===== src/rtl/arm_mc_pkg.sv =====
// Shared types and encodings for the multicycle ARM control unit.
package arm_mc_pkg;

    typedef enum logic [3:0] {
        FETCH  = 4'd0,
        DECODE = 4'd1,
        MEMADR = 4'd2,
        MEMRD  = 4'd3,
        MEMWB  = 4'd4,
        MEMWR  = 4'd5,
        EXECR  = 4'd6,
        EXECI  = 4'd7,
        ALUWB  = 4'd8,
        BRANCH = 4'd9
    } state_t;

    // ALUControl encodings (3 significant bits, zero-extended to ALUCTRL_W)
    localparam logic [2:0] ALU_ADD = 3'b000;
    localparam logic [2:0] ALU_SUB = 3'b001;
    localparam logic [2:0] ALU_AND = 3'b010;
    localparam logic [2:0] ALU_ORR = 3'b011;
    localparam logic [2:0] ALU_EOR = 3'b100;

    // Instruction class (IR[27:26])
    localparam logic [1:0] OP_DP  = 2'b00;
    localparam logic [1:0] OP_MEM = 2'b01;
    localparam logic [1:0] OP_BR  = 2'b10;
    localparam logic [1:0] OP_UND = 2'b11;

    // Data-processing command field (IR[24:21])
    localparam logic [3:0] CMD_AND = 4'b0000;
    localparam logic [3:0] CMD_EOR = 4'b0001;
    localparam logic [3:0] CMD_SUB = 4'b0010;
    localparam logic [3:0] CMD_ADD = 4'b0100;
    localparam logic [3:0] CMD_TST = 4'b1000;
    localparam logic [3:0] CMD_CMP = 4'b1010;
    localparam logic [3:0] CMD_ORR = 4'b1100;

    // Condition field (IR[31:28])
    localparam logic [3:0] COND_EQ = 4'b0000;
    localparam logic [3:0] COND_NE = 4'b0001;
    localparam logic [3:0] COND_CS = 4'b0010;
    localparam logic [3:0] COND_CC = 4'b0011;
    localparam logic [3:0] COND_MI = 4'b0100;
    localparam logic [3:0] COND_PL = 4'b0101;
    localparam logic [3:0] COND_VS = 4'b0110;
    localparam logic [3:0] COND_VC = 4'b0111;
    localparam logic [3:0] COND_HI = 4'b1000;
    localparam logic [3:0] COND_LS = 4'b1001;
    localparam logic [3:0] COND_GE = 4'b1010;
    localparam logic [3:0] COND_LT = 4'b1011;
    localparam logic [3:0] COND_GT = 4'b1100;
    localparam logic [3:0] COND_LE = 4'b1101;
    localparam logic [3:0] COND_AL = 4'b1110;
    localparam logic [3:0] COND_NV = 4'b1111;

endpackage


===== src/rtl/arm_mc_condlogic.sv =====
// Condition logic: architectural NZCV flags, condition evaluation at decode
// and the latched pass/fail result used by the remaining instruction states.
module arm_mc_condlogic
    import arm_mc_pkg::*;
(
    input  logic       clk,
    input  logic       rst_n_i,
    input  logic [3:0] cond_i,
    input  logic       latch_i,
    input  logic [3:0] alu_flags_i,
    input  logic       nz_upd_i,
    input  logic       cv_upd_i,
    output logic       cond_o,
    output logic [3:0] flags_o
);

    logic [3:0] flags_q, flags_d;
    logic       cond_q, cond_d;

    function automatic logic cond_check(input logic [3:0] cond, input logic [3:0] f);
        logic n, z, c, v, res;
        n = f[3];
        z = f[2];
        c = f[1];
        v = f[0];
        case (cond)
            COND_EQ: res = z;
            COND_NE: res = ~z;
            COND_CS: res = c;
            COND_CC: res = ~c;
            COND_MI: res = n;
            COND_PL: res = ~n;
            COND_VS: res = v;
            COND_VC: res = ~v;
            COND_HI: res = c & ~z;
            COND_LS: res = ~c | z;
            COND_GE: res = (n == v);
            COND_LT: res = (n != v);
            COND_GT: res = ~z & (n == v);
            COND_LE: res = z | (n != v);
            COND_AL: res = 1'b1;
            COND_NV: res = 1'b1;
            default: res = 1'b1;
        endcase
        return res;
    endfunction

    // Latch the condition at decode; flags only change for instructions that passed it
    always_comb begin
        cond_d  = cond_q;
        flags_d = flags_q;
        if (latch_i) begin
            cond_d = cond_check(cond_i, flags_q);
        end
        if (nz_upd_i && cond_q) begin
            flags_d[3:2] = alu_flags_i[3:2];
        end
        if (cv_upd_i && cond_q) begin
            flags_d[1:0] = alu_flags_i[1:0];
        end
    end

    // Flag and condition registers, cleared asynchronously
    always_ff @(posedge clk or negedge rst_n_i) begin
        if (!rst_n_i) begin
            cond_q  <= 1'b0;
            flags_q <= 4'b0000;
        end else begin
            cond_q  <= cond_d;
            flags_q <= flags_d;
        end
    end

    assign cond_o  = cond_q;
    assign flags_o = flags_q;

endmodule


===== src/rtl/arm_mc_controller.sv =====
// Multicycle ARM control unit: instruction decoders plus the sequencing FSM
// that drives the shared-memory multicycle datapath.
module arm_mc_controller
    import arm_mc_pkg::*;
#(
    parameter int MEM_HANDSHAKE = 1,
    parameter int EXT_OPS       = 1,
    parameter int ALUCTRL_W     = 3
) (
    input  logic                 clk,
    input  logic                 reset,
    input  logic [19:0]          Instr,
    input  logic [3:0]           ALUFlags,
    input  logic                 MemReady,
    output logic                 PCWrite,
    output logic                 AdrSrc,
    output logic                 MemWrite,
    output logic                 IRWrite,
    output logic                 RegWrite,
    output logic [1:0]           ResultSrc,
    output logic [1:0]           ALUSrcA,
    output logic [1:0]           ALUSrcB,
    output logic [1:0]           ImmSrc,
    output logic [1:0]           RegSrc,
    output logic [ALUCTRL_W-1:0] ALUControl,
    output logic                 Illegal
);

    state_t     state_q, state_d;
    logic [1:0] op;
    logic [5:0] funct;
    logic [3:0] cmd;
    logic       rd_pc;
    logic       ready;
    logic       cond_q;
    logic [3:0] flags_unused;
    logic       unused_rn;

    logic       dp_legal, dp_cv, dp_nowb;
    logic [2:0] dp_alu;

    logic       pcw, irw, rw, mw, ill;
    logic       nz_upd, cv_upd, cond_latch;
    logic [2:0] alu_sel;

    // Instr carries IR[31:12]: cond, op, funct, Rn, Rd
    assign op        = Instr[15:14];
    assign funct     = Instr[13:8];
    assign cmd       = funct[4:1];
    assign rd_pc     = (Instr[3:0] == 4'hF);
    assign unused_rn = ^Instr[7:4];

    assign ready = (MEM_HANDSHAKE != 0) ? MemReady : 1'b1;

    assign ImmSrc = op;
    assign RegSrc = {op == OP_BR, op == OP_MEM};

    arm_mc_condlogic u_cond (
        .clk         (clk),
        .rst_n_i     (reset),
        .cond_i      (Instr[19:16]),
        .latch_i     (cond_latch),
        .alu_flags_i (ALUFlags),
        .nz_upd_i    (nz_upd),
        .cv_upd_i    (cv_upd),
        .cond_o      (cond_q),
        .flags_o     (flags_unused)
    );

    // Data-processing command decode: ALU op, CV update, result suppression, legality
    always_comb begin
        dp_legal = 1'b1;
        dp_alu   = ALU_ADD;
        dp_cv    = 1'b0;
        dp_nowb  = 1'b0;
        case (cmd)
            CMD_ADD: begin dp_alu = ALU_ADD; dp_cv = 1'b1; end
            CMD_SUB: begin dp_alu = ALU_SUB; dp_cv = 1'b1; end
            CMD_AND: dp_alu = ALU_AND;
            CMD_ORR: dp_alu = ALU_ORR;
            CMD_EOR: begin
                dp_alu   = ALU_EOR;
                dp_legal = (EXT_OPS != 0);
            end
            CMD_CMP: begin
                dp_alu   = ALU_SUB;
                dp_cv    = 1'b1;
                dp_nowb  = 1'b1;
                dp_legal = (EXT_OPS != 0) && funct[0];
            end
            CMD_TST: begin
                dp_alu   = ALU_AND;
                dp_nowb  = 1'b1;
                dp_legal = (EXT_OPS != 0) && funct[0];
            end
            default: dp_legal = 1'b0;
        endcase
    end

    // Next state and per-state controls; defaults are the FETCH select values
    always_comb begin
        state_d    = state_q;
        pcw        = 1'b0;
        irw        = 1'b0;
        rw         = 1'b0;
        mw         = 1'b0;
        ill        = 1'b0;
        AdrSrc     = 1'b0;
        ResultSrc  = 2'b10;
        ALUSrcA    = 2'b01;
        ALUSrcB    = 2'b10;
        alu_sel    = ALU_ADD;
        nz_upd     = 1'b0;
        cv_upd     = 1'b0;
        cond_latch = 1'b0;
        case (state_q)
            FETCH: begin
                irw = ready;
                pcw = ready;
                if (ready) state_d = DECODE;
            end
            DECODE: begin
                cond_latch = 1'b1;
                case (op)
                    OP_MEM: state_d = MEMADR;
                    OP_BR:  state_d = BRANCH;
                    OP_DP: begin
                        if (!dp_legal) begin
                            ill     = 1'b1;
                            state_d = FETCH;
                        end else begin
                            state_d = funct[5] ? EXECI : EXECR;
                        end
                    end
                    OP_UND: begin
                        ill     = 1'b1;
                        state_d = FETCH;
                    end
                endcase
            end
            MEMADR: begin
                ALUSrcA = 2'b00;
                ALUSrcB = 2'b01;
                state_d = funct[0] ? MEMRD : MEMWR;
            end
            MEMRD: begin
                AdrSrc = 1'b1;
                if (ready) state_d = MEMWB;
            end
            MEMWB: begin
                ResultSrc = 2'b01;
                rw        = cond_q;
                pcw       = cond_q & rd_pc;
                state_d   = FETCH;
            end
            MEMWR: begin
                AdrSrc = 1'b1;
                mw     = cond_q;
                // A failed store never starts an access, so there is nothing to wait for
                if (ready || !cond_q) state_d = FETCH;
            end
            EXECR, EXECI: begin
                ALUSrcA = 2'b00;
                ALUSrcB = (state_q == EXECI) ? 2'b01 : 2'b00;
                alu_sel = dp_alu;
                nz_upd  = funct[0];
                cv_upd  = funct[0] & dp_cv;
                state_d = ALUWB;
            end
            ALUWB: begin
                ResultSrc = 2'b00;
                rw        = cond_q & ~dp_nowb;
                pcw       = cond_q & ~dp_nowb & rd_pc;
                state_d   = FETCH;
            end
            BRANCH: begin
                ALUSrcA = 2'b00;
                ALUSrcB = 2'b01;
                pcw     = cond_q;
                state_d = FETCH;
            end
            default: state_d = FETCH;
        endcase
    end

    // State register; reset forces FETCH at once, even mid-access
    always_ff @(posedge clk or negedge reset) begin
        if (!reset) begin
            state_q <= FETCH;
        end else begin
            state_q <= state_d;
        end
    end

    // Enables are masked while reset is held so the FETCH state cannot strobe
    assign PCWrite    = reset & pcw;
    assign IRWrite    = reset & irw;
    assign RegWrite   = reset & rw;
    assign MemWrite   = reset & mw;
    assign Illegal    = reset & ill;
    assign ALUControl = ALUCTRL_W'(alu_sel);

endmodule

===== config.mk =====
export PLATFORM = sky130hd
export DESIGN_NAME = arm_mc_controller
export DESIGN_NICKNAME = d
export VERILOG_FILES = /design/src/rtl/arm_mc_pkg.sv /design/src/rtl/arm_mc_condlogic.sv /design/src/rtl/arm_mc_controller.sv
export SDC_FILE = /design/constraint.sdc
export NUM_CORES = 1
export LEC_CHECK = 0
export ABC_AREA = 1
export CAP_MARGIN = 20
export CORE_MARGIN = 2
export CORE_UTILIZATION = 42
export DETAILED_ROUTE_END_ITERATION = 10
export PLACE_DENSITY = 0.82
export SYNTH_ARGS = -nofsm -noshare
export SYNTH_HDL_FRONTEND = slang
export SYNTH_SLANG_ARGS = --single-unit
export TNS_END_PERCENT = 50

===== constraint.sdc =====
create_clock -name clk -period 1.9 [get_ports clk]
set_input_delay 0.475 -clock clk [delete_from_list [all_inputs] [get_ports clk]]
set_output_delay 0.475 -clock clk [all_outputs]
set_load 0.03 [all_outputs]

Yosys cells after proc, flatten, opt, wreduce, memory -nomap -nowiden:

Cells that the tools add are included.

* register bits after elaboration: 9
* bits of input ports: 27
* output and inout bits: 19

* reductions and logical operators: 19
* mux-type cells: 29
* bitwise gates (word level): 18
* equal/unequal tests: 39

Operators by type and width (count)
* equality test 4 bit, second input constant: 14
* equality test 4 x 3 -> 1 bit, second input constant: 9
* case mux 4 bit (6 select lines): 1
* equality test 4 x 2 -> 1 bit, second input constant: 5
* case mux 4 bit (4 select lines): 1
* case mux 1 bit (15 select lines): 1
* OR reduction 2 bit: 7
* two-way mux 1 bit: 13
* equality test 4 x 1 -> 1 bit, second input constant: 3
* logical NOT 4 bit: 3
* two-way mux 4 bit: 3
* case mux 3 bit (4 select lines): 1
* AND 1 bit: 11
* two-way mux 3 bit: 3
* case mux 2 bit (2 select lines): 2
* != test 2 bit, second input constant: 3
* case mux 1 bit (2 select lines): 3
* NOT 1 bit: 5
* OR reduction 5 bit: 1
* equality test 2 bit, second input constant: 2
* case mux 1 bit (4 select lines): 1
* OR reduction 4 bit: 1
* AND reduction 3 bit: 1
* OR reduction 3 bit: 1
* other kinds (8): 10

Longest topological paths before layout:

* depth in word-level cells: 8
* mapped depth: 12

Cells and area by module:

Synthesis repeated with hierarchy kept, for this count alone.

* cell total of the unflattened synthesis: 187
* area, all modules: 1053.5 um^2

By module, submodules not included
* arm_mc_controller: times used 1, seq. area each 100.1 um^2, cells an instance 118, area each 653.1 um^2
* arm_mc_condlogic: times used 1, seq. area each 125.1 um^2, cells an instance 69, area each 400.4 um^2

Worst setup path before layout:

No wires, ideal clock.

* path type: reg2out
* start point: reg state_q[3]
* end point: out PCWrite
* setup slack: -0.462 ns
* cell stages (with the launch flop): 7
* arrival: 1.887 ns
* required time: 1.425 ns
* cell sequence: dfrtp_1 -> inv_1 -> nand2_2 -> nor2_2 -> nor2_2 -> or2_1 -> o31ai_2

* longest elaborated chain between the ends: 3

RTL lines
* from (decl): RTL line arm_mc_controller.sv:29 `state_t state_q, state_d;`
* from (signal assigned): RTL line arm_mc_controller.sv:191 `state_q <= state_d;`
* equality test 4 bit, or another cell as far along: RTL line arm_mc_controller.sv:116 `case (state_q)`
* case mux 1 bit (4 select lines) (*): RTL line arm_mc_controller.sv:116
* AND 1 bit (*): RTL line arm_mc_controller.sv:196 `assign PCWrite = reset & pcw;`
* to (decl): RTL line arm_mc_controller.sv:15 `output logic PCWrite,`

Every way passes the cells marked *; elsewhere a longest branch is shown, timed or not.

Final worst setup path:

* start point: reg state_q[1]
* end point: out PCWrite

The elaborated chain is that of the path after synthesis.

==> results.md <==
- The flow ran to the end, but the final reports show violations.
- The checks that failed: negative setup slack.
- The met2 layer wire length in the routed design is 2110 um.
- The number of global-route vias before repair is 1402.
- The maximum VDD drop is 1.01 mV.
- The maximum fanout along the worst path is 3.
- The post-CTS clock slew at the launch and capture registers of the worst setup and hold paths is 0.07 ns.
- CTS saw 9 sinks.
- Wire segments on met3 add up to 206 um in the final route.
- After synthesis, the netlist uses 29 different library cells.
- The first routing iteration left 58 violations.
- The net count of the mapped netlist is 204.
- Counting flops and latches in the post-synthesis netlist gives 9.
- The warning count from the yosys run is 0.
- The insertion delay to the later sink of the worst-skew pair is 0.27 ns.
- Setup repair after global routing could not meet its margin everywhere.
- The cell family contributing the most delay on the critical path is simple AND/OR/NAND/NOR gates.
- The number of hold violations in the final report came to 0.
- The type of the most critical hold path is primary input to asynchronous set/reset pin.
- The standby leakage power is 0.00100 uW.
- The number of filler cells placed in the layout is 127.
- The wire length per cell is 13.8 um.
- The number of nets in the layout is 288.
- From synthesis to final layout, the design area changed by 89.6%.
- The sequential cell area fraction in the yosys report is 21.8%.
- In the synthesized netlist, the number of instances is 172.
- Hold repair after CTS inserted 0 buffers.
- Counting I/O delays and the setup requirement, the final critical path takes 2.17 ns.
- Walking the worst path, the cells encountered are inv_2, nand2_4, nor3_4, nor2_4, or2_4, o31ai_4, buf_6.
- The first detailed-routing pass ran for 4 iterations.
- The highest metal layer carrying signal wires in the routed design is met4.
- Once routing completed, OpenROAD measured the worst setup slack at -0.268 ns.
- The final number of max-transition violations is 0.
- The half-perimeter wire length of the detailed placement result is 2680 um.
- The critical path contains buffers and inverters numbering 2 combined.
- The post-route cell area is 1960 um2.
- The maximum achievable frequency is 0.461 GHz.
- The core region is 2280 um2.
- In this run the cell area of the synthesized design comes to 1030 um2.
- The area of the die is 2870 um2.
- The cell at the root of the clock tree is sky130_fd_sc_hd__clkbuf_4.
- The number of gates on the worst path with buffers counted is 7.
- In this design, the stage delay of the slowest critical-path cell is 0.44 ns.
- In this run the cell area measured after placement is 1690 um2.
- STA classifies the critical path endpoint as an output port.
- The combined global-route utilization of all metal layers is 27.7%.
- Pin placement for this block handled 46 I/O pins.
- The worst setup path is launched from a register.
- The effective utilization at floorplan is 45.4%.
- For this run, asynchronously set or reset flops after synthesis account for 100%.
- At the end of routability-driven placement, the weighted congestion stood at 0.889.
- The highest-delay cell along the critical path is sky130_fd_sc_hd__dfrtp_1.
- The die is 53.6 um wide.
- The final critical path takes up 114% of the cycle.
- In the synthesized netlist the dominant register cell turns out to be sky130_fd_sc_hd__dfrtp_1.
- The post-place setup slack is -0.435 ns.
- In the routed layout, each cell is associated on average with a via count of 5.23.
- The number of H-tree levels is 1.
- The power per cell area is 1090 nW/um2.
- The worst setup path is of the register to output port kind.
- The post-detailed-route count of antenna-violating nets is 0.
- The clock tree from TritonCTS is built.
- The clock buffer count from CTS is 3.
- In the routed design, unresolved DRC markers number 0.
- For the worst setup path, the data required time is 1.42 ns.
- Counting flops with a built-in enable in the synthesized netlist gives 0.
- The initial antenna violation count is 0.
- The total negative slack for setup checks is -1.46 ns.
- The total of max-cap violations is 0.
- Port buffering added 40 buffers.
- The total via count after detailed routing is 1481.
- Cells with a size suffix above 1 make up 43.1% of the layout.
- The arrival time of the worst setup path is 1.69 ns.
- For this run, the share of the core covered by cells in the final layout is 86.1%.
- In the layout the commonest cells are 44 x sky130_fd_sc_hd__nand2_1, 44 x sky130_fd_sc_hd__buf_4, 21 x sky130_fd_sc_hd__inv_1.
- For this run the aggregate overflow at the end of global routing stands at 0.
- Averaged over all synthesized cells, the footprint is 6.01 um2.
- Counting along the longest clock path gives a buffer depth of 2.
- The number of setup violations in the final report is 12.
- The row count is 17.
- The final layout contains routed wiring with a total length of 3920 um.
- The wire length on met1 is 1520 um.
- The number of antenna diodes in the final layout is 0.
- Across the routed clock network, the largest skew measured is 0.0138 ns.
- Entering global routing, the biggest net connects 10 pins.
- The die is 53.6 um tall.
- The first global-routing pass estimated 5780 um of wire.
- The count of cells along the worst register-to-register path is 10.
- The design draws 2130 uW.
cell type report:
cell class | instances | area (um2) | share of cell area [%]
clock buffers | 4 | 26.3 | 1.34
inverters | 29 | 121 | 6.19
multi-input cells | 131 | 846 | 43.2
flip-flops and latches | 9 | 225 | 11.5
well taps | 28 | 35.0 | 1.79
repair buffers | 82 | 706 | 36.0
layer usage:
layer  up-vias  global-route usage (%)
met4         0                    15.4
met1       688                    30.7
li1        712                       -
met2        71                    50.6
met5         -                       0
met3        10                    3.61
cell families after synthesis:
| logic type | count (synthesis) | share of synthesized area (%) |
|---|---|---|
| and+or+nand+nor | 105 | 44.3 |
| buffers and inverters | 32 | 12.7 |
| DFF | 9 | 21.8 |
| xor gates and xnor gates | 2 | 1.70 |
| adders and majority gates | 5 | 6.05 |
| other | 1 | 0.363 |
| AOI/OAI and AO/OA | 15 | 9.44 |
| muxes | 3 | 3.63 |
what timing repair did:
action | in CTS | in global routing
gates cloned | 0 | 0
buffers inserted | 8 | 2
pin swaps | 15 | 4
setup endpoints to repair | 13 | 14
resized for setup | 69 | 15
cell usage after synthesis (3+ instances only):
cell type,count,share of area (%)
sky130_fd_sc_hd__o21ai_0,4,1.9
sky130_fd_sc_hd__nand2_1,49,18
sky130_fd_sc_hd__nor2_1,28,10
sky130_fd_sc_hd__ha_1,5,6.1
sky130_fd_sc_hd__a21oi_1,4,1.9
sky130_fd_sc_hd__nand4_1,5,3.0
sky130_fd_sc_hd__buf_4,3,2.2
sky130_fd_sc_hd__inv_1,27,9.8
sky130_fd_sc_hd__nand3_1,11,5.3
sky130_fd_sc_hd__dfrtp_1,9,22
stage by stage:
stage / instances / hold WS [ns]
after detailed placement: 269 / 0.549
final: 283 / 0.366
after CTS: 281 / 0.344
after floorplan: 172 / 0.179
after global routing: 283 / 0.385
after global placement: 269 / 0.532
state kept, by name, summed over array words and instances, names as in the netlist:
signal and count:
u_cond.cond_o 1, state_q 4, u_cond.flags_o 4
power breakdown:
group	leakage [uW]	internal (uW)	switching (uW)	total, uW
Sequential	0.000115	263	80.7	343
Clock	0.0000150	81.0	71.1	152
Combinational	0.000873	711	923	1630
Total	0.00100	1050	1070	2130
final timing paths:
kind | end | start | slack, ns
setup / recovery | PCWrite | state_q[1] | -0.27
setup reg to reg | u_cond.flags_o[0] | state_q[1] | 0.09
max in group asynchronous | u_cond.flags_o[0] | reset | 1.38
hold / removal | state_q[0] | reset | 0.37
hold reg to reg | u_cond.cond_o | u_cond.cond_o | 0.57
min in group clk | u_cond.cond_o | u_cond.cond_o | 0.57
worst min-delay path, stage by stage:
cell and delay (ns):
sky130_fd_sc_hd__dlygate4sd2_1 0.24, sky130_fd_sc_hd__buf_6 0.11, sky130_fd_sc_hd__buf_4 0.17
Power figures use the tool's default switching activity.
